<file path="src/rtl/cla_seq_pkg.sv">
// Shared types for the CLA operand sequencer: FSM states, counter type, result entry.
// Latency: n/a (types and constants only).
// Backpressure: n/a. Optional macro CLA_SEQ_OVF_EN adds the ovf bit to result entries.
package cla_seq_pkg;

   localparam int CLA_SEQ_WIDTH  = 16;
   localparam int CLA_SEQ_SETTLE = 4;

   typedef enum logic [1:0] {
      IDLE    = 2'd0,
      SETTLE  = 2'd1,
      CAPTURE = 2'd2
   } seq_state_t;

   // Settle counter; 4 bits covers the legal 1..15 range.
   typedef logic [3:0] cnt_t;

   // Buffer entry at the default operand width.
   typedef struct packed {
      logic [CLA_SEQ_WIDTH-1:0] sum;
      logic                     cout;
      logic                     zero;
      logic                     neg;
`ifdef CLA_SEQ_OVF_EN
      logic                     ovf;
`endif
   } res_entry_t;

   // Signed overflow: operands agree in sign but the sum does not.
   function automatic logic ovf_flag(input logic a_msb, input logic b_msb, input logic s_msb);
      return (a_msb == b_msb) && (s_msb != a_msb);
   endfunction

endpackage

</file>
<file path="src/rtl/cla_seq_fifo.sv">
// Two-entry in-order result buffer with push/pop and full/empty status.
// Latency: a pushed entry is visible at the head on the cycle after the push edge.
// Backpressure: pushes while full and pops while empty are ignored; push+pop in one cycle both apply.
module cla_seq_fifo #(
   parameter int DW = 8
) (
   input  logic          clk,
   input  logic          rst,
   input  logic          push,
   input  logic [DW-1:0] wr_dat,
   input  logic          pop,
   output logic [DW-1:0] rd_dat,
   output logic          full,
   output logic          empty
);

   logic [DW-1:0] mem [2];
   logic          wp;
   logic          rp;
   logic [1:0]    cnt;
   logic          do_push;
   logic          do_pop;

   assign full    = (cnt == 2'd2);
   assign empty   = (cnt == 2'd0);
   assign do_push = push && !full;
   assign do_pop  = pop && !empty;
   assign rd_dat  = mem[rp];

   // Storage, pointers and occupancy; entries clear on reset so the head reads zero.
   always_ff @(posedge clk or posedge rst) begin
      if (rst) begin
         mem[0] <= '0;
         mem[1] <= '0;
         wp     <= 1'b0;
         rp     <= 1'b0;
         cnt    <= 2'd0;
      end else begin
         if (do_push) begin
            mem[wp] <= wr_dat;
            wp      <= ~wp;
         end
         if (do_pop) begin
            rp <= ~rp;
         end
         cnt <= cnt + {1'b0, do_push} - {1'b0, do_pop};
      end
   end

endmodule

</file>
<file path="src/rtl/cla_op_sequencer.sv">
// Drives operand pairs onto the CLA, holds them SETTLE_CYCLES, then captures sum/carry/flags.
// Latency: SETTLE_CYCLES+1 cycles accept-to-out_valid; one op per SETTLE_CYCLES+2 cycles.
// Backpressure: in_ready drops while an op is in flight or the 2-entry buffer is full. Macro: CLA_SEQ_OVF_EN.
module cla_op_sequencer
   import cla_seq_pkg::*;
#(
   parameter int WIDTH         = CLA_SEQ_WIDTH,
   parameter int SETTLE_CYCLES = CLA_SEQ_SETTLE
) (
   input  logic             clk,
   input  logic             rst,
   input  logic             in_valid,
   output logic             in_ready,
   input  logic [WIDTH-1:0] in_a,
   input  logic [WIDTH-1:0] in_b,
   output logic [WIDTH-1:0] adder_a,
   output logic [WIDTH-1:0] adder_b,
   input  logic [WIDTH-1:0] adder_s,
   input  logic             adder_cout,
   output logic             out_valid,
   input  logic             out_ready,
   output logic [WIDTH-1:0] out_sum,
   output logic             out_cout,
   output logic             out_zero,
   output logic             out_neg,
   output logic             out_ovf
);

   // Entry layout sized to this instance's WIDTH.
   typedef struct packed {
      logic [WIDTH-1:0] sum;
      logic             cout;
      logic             zero;
      logic             neg;
`ifdef CLA_SEQ_OVF_EN
      logic             ovf;
`endif
   } entry_t;

   localparam cnt_t SETTLE_LD = cnt_t'(SETTLE_CYCLES);

   seq_state_t state;
   seq_state_t nxt;
   cnt_t       cnt;
   logic       rdy_en;
   logic       load;
   logic       push;
   logic       pop;
   logic       full;
   logic       empty;
   entry_t     wr_e;
   entry_t     hd_e;

   // State register.
   always_ff @(posedge clk or posedge rst) begin
      if (rst) state <= IDLE;
      else     state <= nxt;
   end

   // Next-state and handshake decode.
   always_comb begin
      nxt      = state;
      load     = 1'b0;
      push     = 1'b0;
      in_ready = 1'b0;
      case (state)
         IDLE: begin
            in_ready = rdy_en && !full;
            if (in_valid && in_ready) begin
               load = 1'b1;
               nxt  = SETTLE;
            end
         end
         SETTLE: begin
            if (cnt <= cnt_t'(1)) nxt = CAPTURE;
         end
         CAPTURE: begin
            push = 1'b1;
            nxt  = IDLE;
         end
         default: nxt = IDLE;
      endcase
   end

   // Operand hold registers, settle counter, and the post-reset ready enable
   // (keeps in_ready low until the first edge after reset is released).
   always_ff @(posedge clk or posedge rst) begin
      if (rst) begin
         adder_a <= '0;
         adder_b <= '0;
         cnt     <= '0;
         rdy_en  <= 1'b0;
      end else begin
         rdy_en <= 1'b1;
         if (load) begin
            adder_a <= in_a;
            adder_b <= in_b;
            cnt     <= SETTLE_LD;
         end else if (state == SETTLE) begin
            cnt <= cnt - cnt_t'(1);
         end
      end
   end

   // Result entry assembled from the settled adder outputs and held operands.
   always_comb begin
      wr_e      = '0;
      wr_e.sum  = adder_s;
      wr_e.cout = adder_cout;
      wr_e.zero = (adder_s == '0);
      wr_e.neg  = adder_s[WIDTH-1];
`ifdef CLA_SEQ_OVF_EN
      wr_e.ovf  = ovf_flag(adder_a[WIDTH-1], adder_b[WIDTH-1], adder_s[WIDTH-1]);
`endif
   end

   assign pop = out_valid && out_ready;

   cla_seq_fifo #(
      .DW($bits(entry_t))
   ) u_fifo (
      .clk    (clk),
      .rst    (rst),
      .push   (push),
      .wr_dat (wr_e),
      .pop    (pop),
      .rd_dat (hd_e),
      .full   (full),
      .empty  (empty)
   );

   assign out_valid = !empty;
   assign out_sum   = hd_e.sum;
   assign out_cout  = hd_e.cout;
   assign out_zero  = hd_e.zero;
   assign out_neg   = hd_e.neg;
`ifdef CLA_SEQ_OVF_EN
   assign out_ovf   = hd_e.ovf;
`else
   assign out_ovf   = 1'b0;
`endif

endmodule
</file>
<file path="config.mk">
export PLATFORM = sky130hd
export DESIGN_NAME = cla_op_sequencer
export DESIGN_NICKNAME = d
export VERILOG_FILES = /design/src/rtl/cla_seq_pkg.sv /design/src/rtl/cla_seq_fifo.sv /design/src/rtl/cla_op_sequencer.sv
export SDC_FILE = /design/constraint.sdc
export NUM_CORES = 1
export LEC_CHECK = 0
export ABC_AREA = 1
export CORE_MARGIN = 2
export CORE_UTILIZATION = 44
export CTS_CLUSTER_SIZE = 16
export DETAILED_ROUTE_END_ITERATION = 7
export GPL_TIMING_DRIVEN = 1
export PLACE_DENSITY = 0.76
export SLEW_MARGIN = 20
export SYNTH_ARGS = -nofsm -noshare
export SYNTH_HDL_FRONTEND = slang
export SYNTH_SLANG_ARGS = --single-unit
</file>
<file path="constraint.sdc">
create_clock -name clk -period 6.8 [get_ports clk]
set_input_delay 0.68 -clock clk [delete_from_list [all_inputs] [get_ports clk]]
set_output_delay 0.68 -clock clk [all_outputs]
set_load 0.03 [all_outputs]
</file>
After elaboration in Yosys (flattened, before gate mapping). Cells that the tools add are included.

Multiply operators: 0. Divide/modulo/power cells: 0. $add $sub $neg: 3. Bitwise gates (word level): 4. Shifts and indexed selects: 0. Reduce and logical (&&, ||, !) cells: 13. Equality and inequality tests: 5. Multiplexer cells: 15. Order comparisons: 4.

Operators by type and width (number): $mux W19 (4); $bwmux W38 (1); $demux W19 S1 (1); $logic_not A16 Y1 (1); $mux W4 (2); $logic_and A1 B1 Y1 (6); $eq A2 B2 Y1 const B (2); $ge A2 B2 Y1 const B (2); $le A4 B1 Y1 const B (1); $logic_not A2 Y1 (2); $mux W1 (4); $mux W2 (2); $ne A2 B2 Y1 const B (2); $not A1 Y2 (2); $pmux W2 S2 (1); $sub A4 B1 Y4 const B (1); $add A2 B1 Y2 (1); $eq A2 B1 Y1 const B (1); $logic_not A1 Y1 (2); $lt A2 B1 Y1 const B (1); $not A1 Y1 (2); $reduce_and A2 Y1 (1); $reduce_bool A2 Y1 (1); $sub A2 B1 Y2 (1).

Latch bits: 0. Output and inout port bits: 54. Word-level logic and storage cells: 54. Memory bits (read-only): 0. Memories kept: 0. Bits in writable memories: 0. Register bits: 81.

Longest topological paths before layout.
Depth in word-level cells: 7. Depth in mapped cells: 9. Mapped depth without buffers: 9.

By module. Synthesis repeated with hierarchy kept, for this count alone.

Cell total of the unflattened synthesis: 460. Area, all modules: 3733.6 um^2.

Modules (own cells, without submodules): cla_seq_fifo (area each 2038.2 um^2, cells an instance 263, instances 1, sequential area each 1051.0 um^2); cla_op_sequencer (area each 1695.4 um^2, cells an instance 197, instances 1, sequential area each 975.9 um^2).

Worst setup path before layout. Ideal clock, no wire load.

Path kind: register to output. Start point: register u_fifo.rp. End point: output out_sum[15]. Buffers on the path: 3. Arrival: 1.729 ns. Slack: 4.391 ns. Required time: 6.120 ns. Cell stages (with the launch flop): 5. Cells stage by stage: dfrtp_1 clkbuf_1 clkbuf_1 o21ai_0 buf_4.

Word-level cells in the longest chain between the ends: 4.

Ends and longest elaborated chain: start, declared (line cla_seq_fifo.sv:19) `logic rp;`; start signal, assigned (line cla_seq_fifo.sv:44) `rp <= ~rp;`; $not A1 Y2 (not written as such) (line cla_seq_fifo.sv:28) `assign rd_dat = mem[rp];`; $mux W19 (not written as such) (3 in a row) (line cla_seq_fifo.sv:28); end, declared (line cla_op_sequencer.sv:22) `output logic [WIDTH-1:0] out_sum,`.

No other way between the ends. The select of a mux whose other input is x is not followed.

Worst setup path in the final report. Same ends and word-level chain as after synthesis.

==> results.md <==
* Hold_buf cts at 0
* Nets at 574
* Sequential share of the synthesized area at 0.559
* First-pass GRT wire length at 13500 um
* Fin. Hold Viols at 0
* Vias/cell at 4.72
* Global routing's busiest layer: met2
* Synth Cell Area at 3540 um^2
* Hold_sp: adder_a[7]
* Worst path buffer plus inverter count at 1
* Synth area leader: dfrtp_1
* # Max-Cap Violations at 0
* Syn_nets at 475
* DP Area at 4590 um^2
* Proportion of layout cells with a drive suffix above 1 at 0.0556
* # rows at 32
* Post-Layout Cell Count at 624
* Area grow syn2layout at 35.8%
* Post-CTS sizing at 0
* Hold Path Sink: adder_a[7]
* GRT met3 Usage at 0.0337
* Startpoint types: flop
* CP Cell Sequence: nand2_1, o21ai_0, clkdlybuf4s50_1
* Reg clk slew, reported paths at 0.07 ns
* Period minus WS final at 2.93 ns
* WS Path Type: reg -> out
* CTS Buffer Depth at 2
* Die Height at 93.7 um
* Leak Pwr at 2.37 nW
* CTS tree: done
* CP delay by family, top: flip-flops
* Most numerous cell in the Yosys netlist: nand2_1
* Pwr dens at 499 nW/um^2
* Starting DRC count in detailed routing at 166
* Final Cell Area at 4800 um^2
* GRT Residual Overflow at 0
* Total Power at 2.40 mW
* Initial core utilization at 0.455
* Horiz. Die Dim at 93.7 um
* CTS buffer count at 9
* Post-Place Worst Slack at 4.19 ns
* Placed Cells at 607
* Reg2reg end: cnt[3]
* Post-detailed-route count of antenna-violating nets at 0
* DRC at 0
* Fin. max-slew vios at 0
* Met1 Usage GRT at 0.250
* Critical Path RT at 6.12 ns
* Setup tns final at 0 ns
* Synth top cells by count: 176 x nand2_1, 79 x dfrtp_1, 41 x nand3_1
* Warnings, synthesis at 0
* Final Skew at 0.0113 ns
* Min-Delay Path Class: reg -> reg
* GR met2 Demand/Resource at 0.326
* Max VDD drop at 0.211 mV
* Syn Area/Cell at 8.46 um^2
* Hold path depth at 2
* Vias in the first global route at 2954
* Final period util at 0.431
* ANT cells at 0
* Drt pass-1 iters at 5
* # IOs at 107
* Routed WL at 8030 um
* Rel. slew slack at 0.378
* Routability cong. at 0.820
* Endpoints failing setup at 0
* Die area at 8770 um^2
* Clk sink count at 79
* Dpl hpwl at 5450 um
* GRT Util Overall at 0.194
* Post-synth ARST share at 1.00
* Critical path capture point type: primary output
* Crit. Startpoint: u_fifo.rp
* Port buffer count at 105
* Reg-to-Reg Start: state[1]
* Synth top area share at 0.559
* Number of flops mapped to enable cells by yosys at 0
* Critical Path AT at 2.25 ns
* Worst-path maximum fanout at 36
* Routed WL per cell at 12.9 um
* R2r worst-path depth at 6
* Measured slew at the worst slew-check pin at 0.933 ns
* Root Driver: clkbuf_8
* Synth Instances at 418
* # Post-CTS Setup Buffers at 0
* Worst-skew pair later-pin latency at 0.34 ns
* Vias after detailed routing at 2943
* Flops & latches, synth at 79
* FF-to-FF setup slack at 4.80 ns
* Most used DFF post-synth: dfrtp_1
* Worst Slack Setup Final at 3.87 ns
* Synth unique cells at 23
* Top post-synthesis cells by area: dfrtp_1 56%, nand2_1 19%, nand3_1 5.8%
* H-Tree Depth at 3
* Max Freq at 341 MHz
* Initial antenna violation count at 0
* Largest net degree at the start of global routing at 80
* Slowest stage delay, CP at 0.96 ns
* RSZ-0062 raised after global routing: no
* Outcome: complete, no violations
* Critical-path cell with the highest stage delay: dfrtp_1
* Core ar. at 7770 um^2
## power by group
group	switching (mW)	internal (mW)	total, mW	leakage, nW
registers	0.136	0.689	0.825	0.938
clock network	0.165	0.170	0.335	0.0895
logic	0.755	0.484	1.24	1.34
## through the flow
stage	utilization	hold slack, ns
floorplan	-	0.442
global placement	0.591	0.453
detailed placement	0.591	0.457
CTS	0.616	0.476
global route	0.619	0.499
finish	0.619	0.475
## registers in the layout, summed over array words and instances, names as in the netlist
signal,flops
cnt,4
u_fifo.cnt,2
state,2
adder_a,16
adder_b,16
u_fifo.wp,1
u_fifo.mem,36
rdy_en,1
u_fifo.rp,1
## routing by layer
metal | vias up | part of all wire
met5 | - | 0
met4 | 0 | 0.019
met3 | 11 | 0.037
met2 | 68 | 0.50
met1 | 1377 | 0.44
li1 | 1487 | -
## final cells by class
| cell class | count | area [um^2] |
|---|---|---|
| clock buffers | 11 | 131 |
| repair buffers | 108 | 1090 |
| flip-flops and latches | 79 | 1980 |
| multi-input cells | 283 | 1280 |
| inverters | 36 | 139 |
| well taps | 102 | 128 |
| fillers | 691 | 2960 |
| clock inverters | 5 | 58.8 |
## layout by cell type (no fill, tap or decap), drive strengths merged
| cell type | n |
|---|---|
| a21boi | 1 |
| buf | 3 |
| bufinv | 1 |
| clkbuf | 11 |
| clkdlybuf4s50 | 105 |
| clkinv | 3 |
| clkinvlp | 2 |
| conb | 2 |
| dfrtp | 79 |
| ha | 4 |
| inv | 35 |
| nand2 | 178 |
| nand3 | 41 |
| nor2 | 18 |
| o211ai | 1 |
| o21ai | 34 |
| or2 | 1 |
| xnor2 | 1 |
| xor2 | 2 |
## cells by family (layout without fill, tap and decap cells)
| group | count (synthesis) | after routing | share of synthesized area |
|---|---|---|---|
| buffers and inverters | 56 | 160 | 0.0778 |
| AOI/OAI and AO/OA | 36 | 36 | 0.0534 |
| xor gates and xnor gates | 3 | 3 | 0.00743 |
| DFF | 79 | 79 | 0.559 |
| adders and majority gates | 4 | 4 | 0.0141 |
| other | 2 | 2 | 0.00212 |
| and+or+nand+nor | 238 | 238 | 0.286 |
## worst max-delay path by stage
stage                             end  slack, ns  cells past startpoint
after floorplan            adder_a[0]       4.10                      1
after global placement         cnt[0]       4.23                      6
final                     out_sum[15]       3.87                      3
after detailed placement  out_sum[15]       4.19                      3
after CTS                 out_sum[15]       3.83                      3
after global routing       out_sum[2]       3.57                      3
## worst min-delay path: stages, from the launching register on
cell and delay (ns):
dfrtp_1 0.34, nand2_1 0.05, nand2_1 0.05
(Power assumes the default switching activity.)
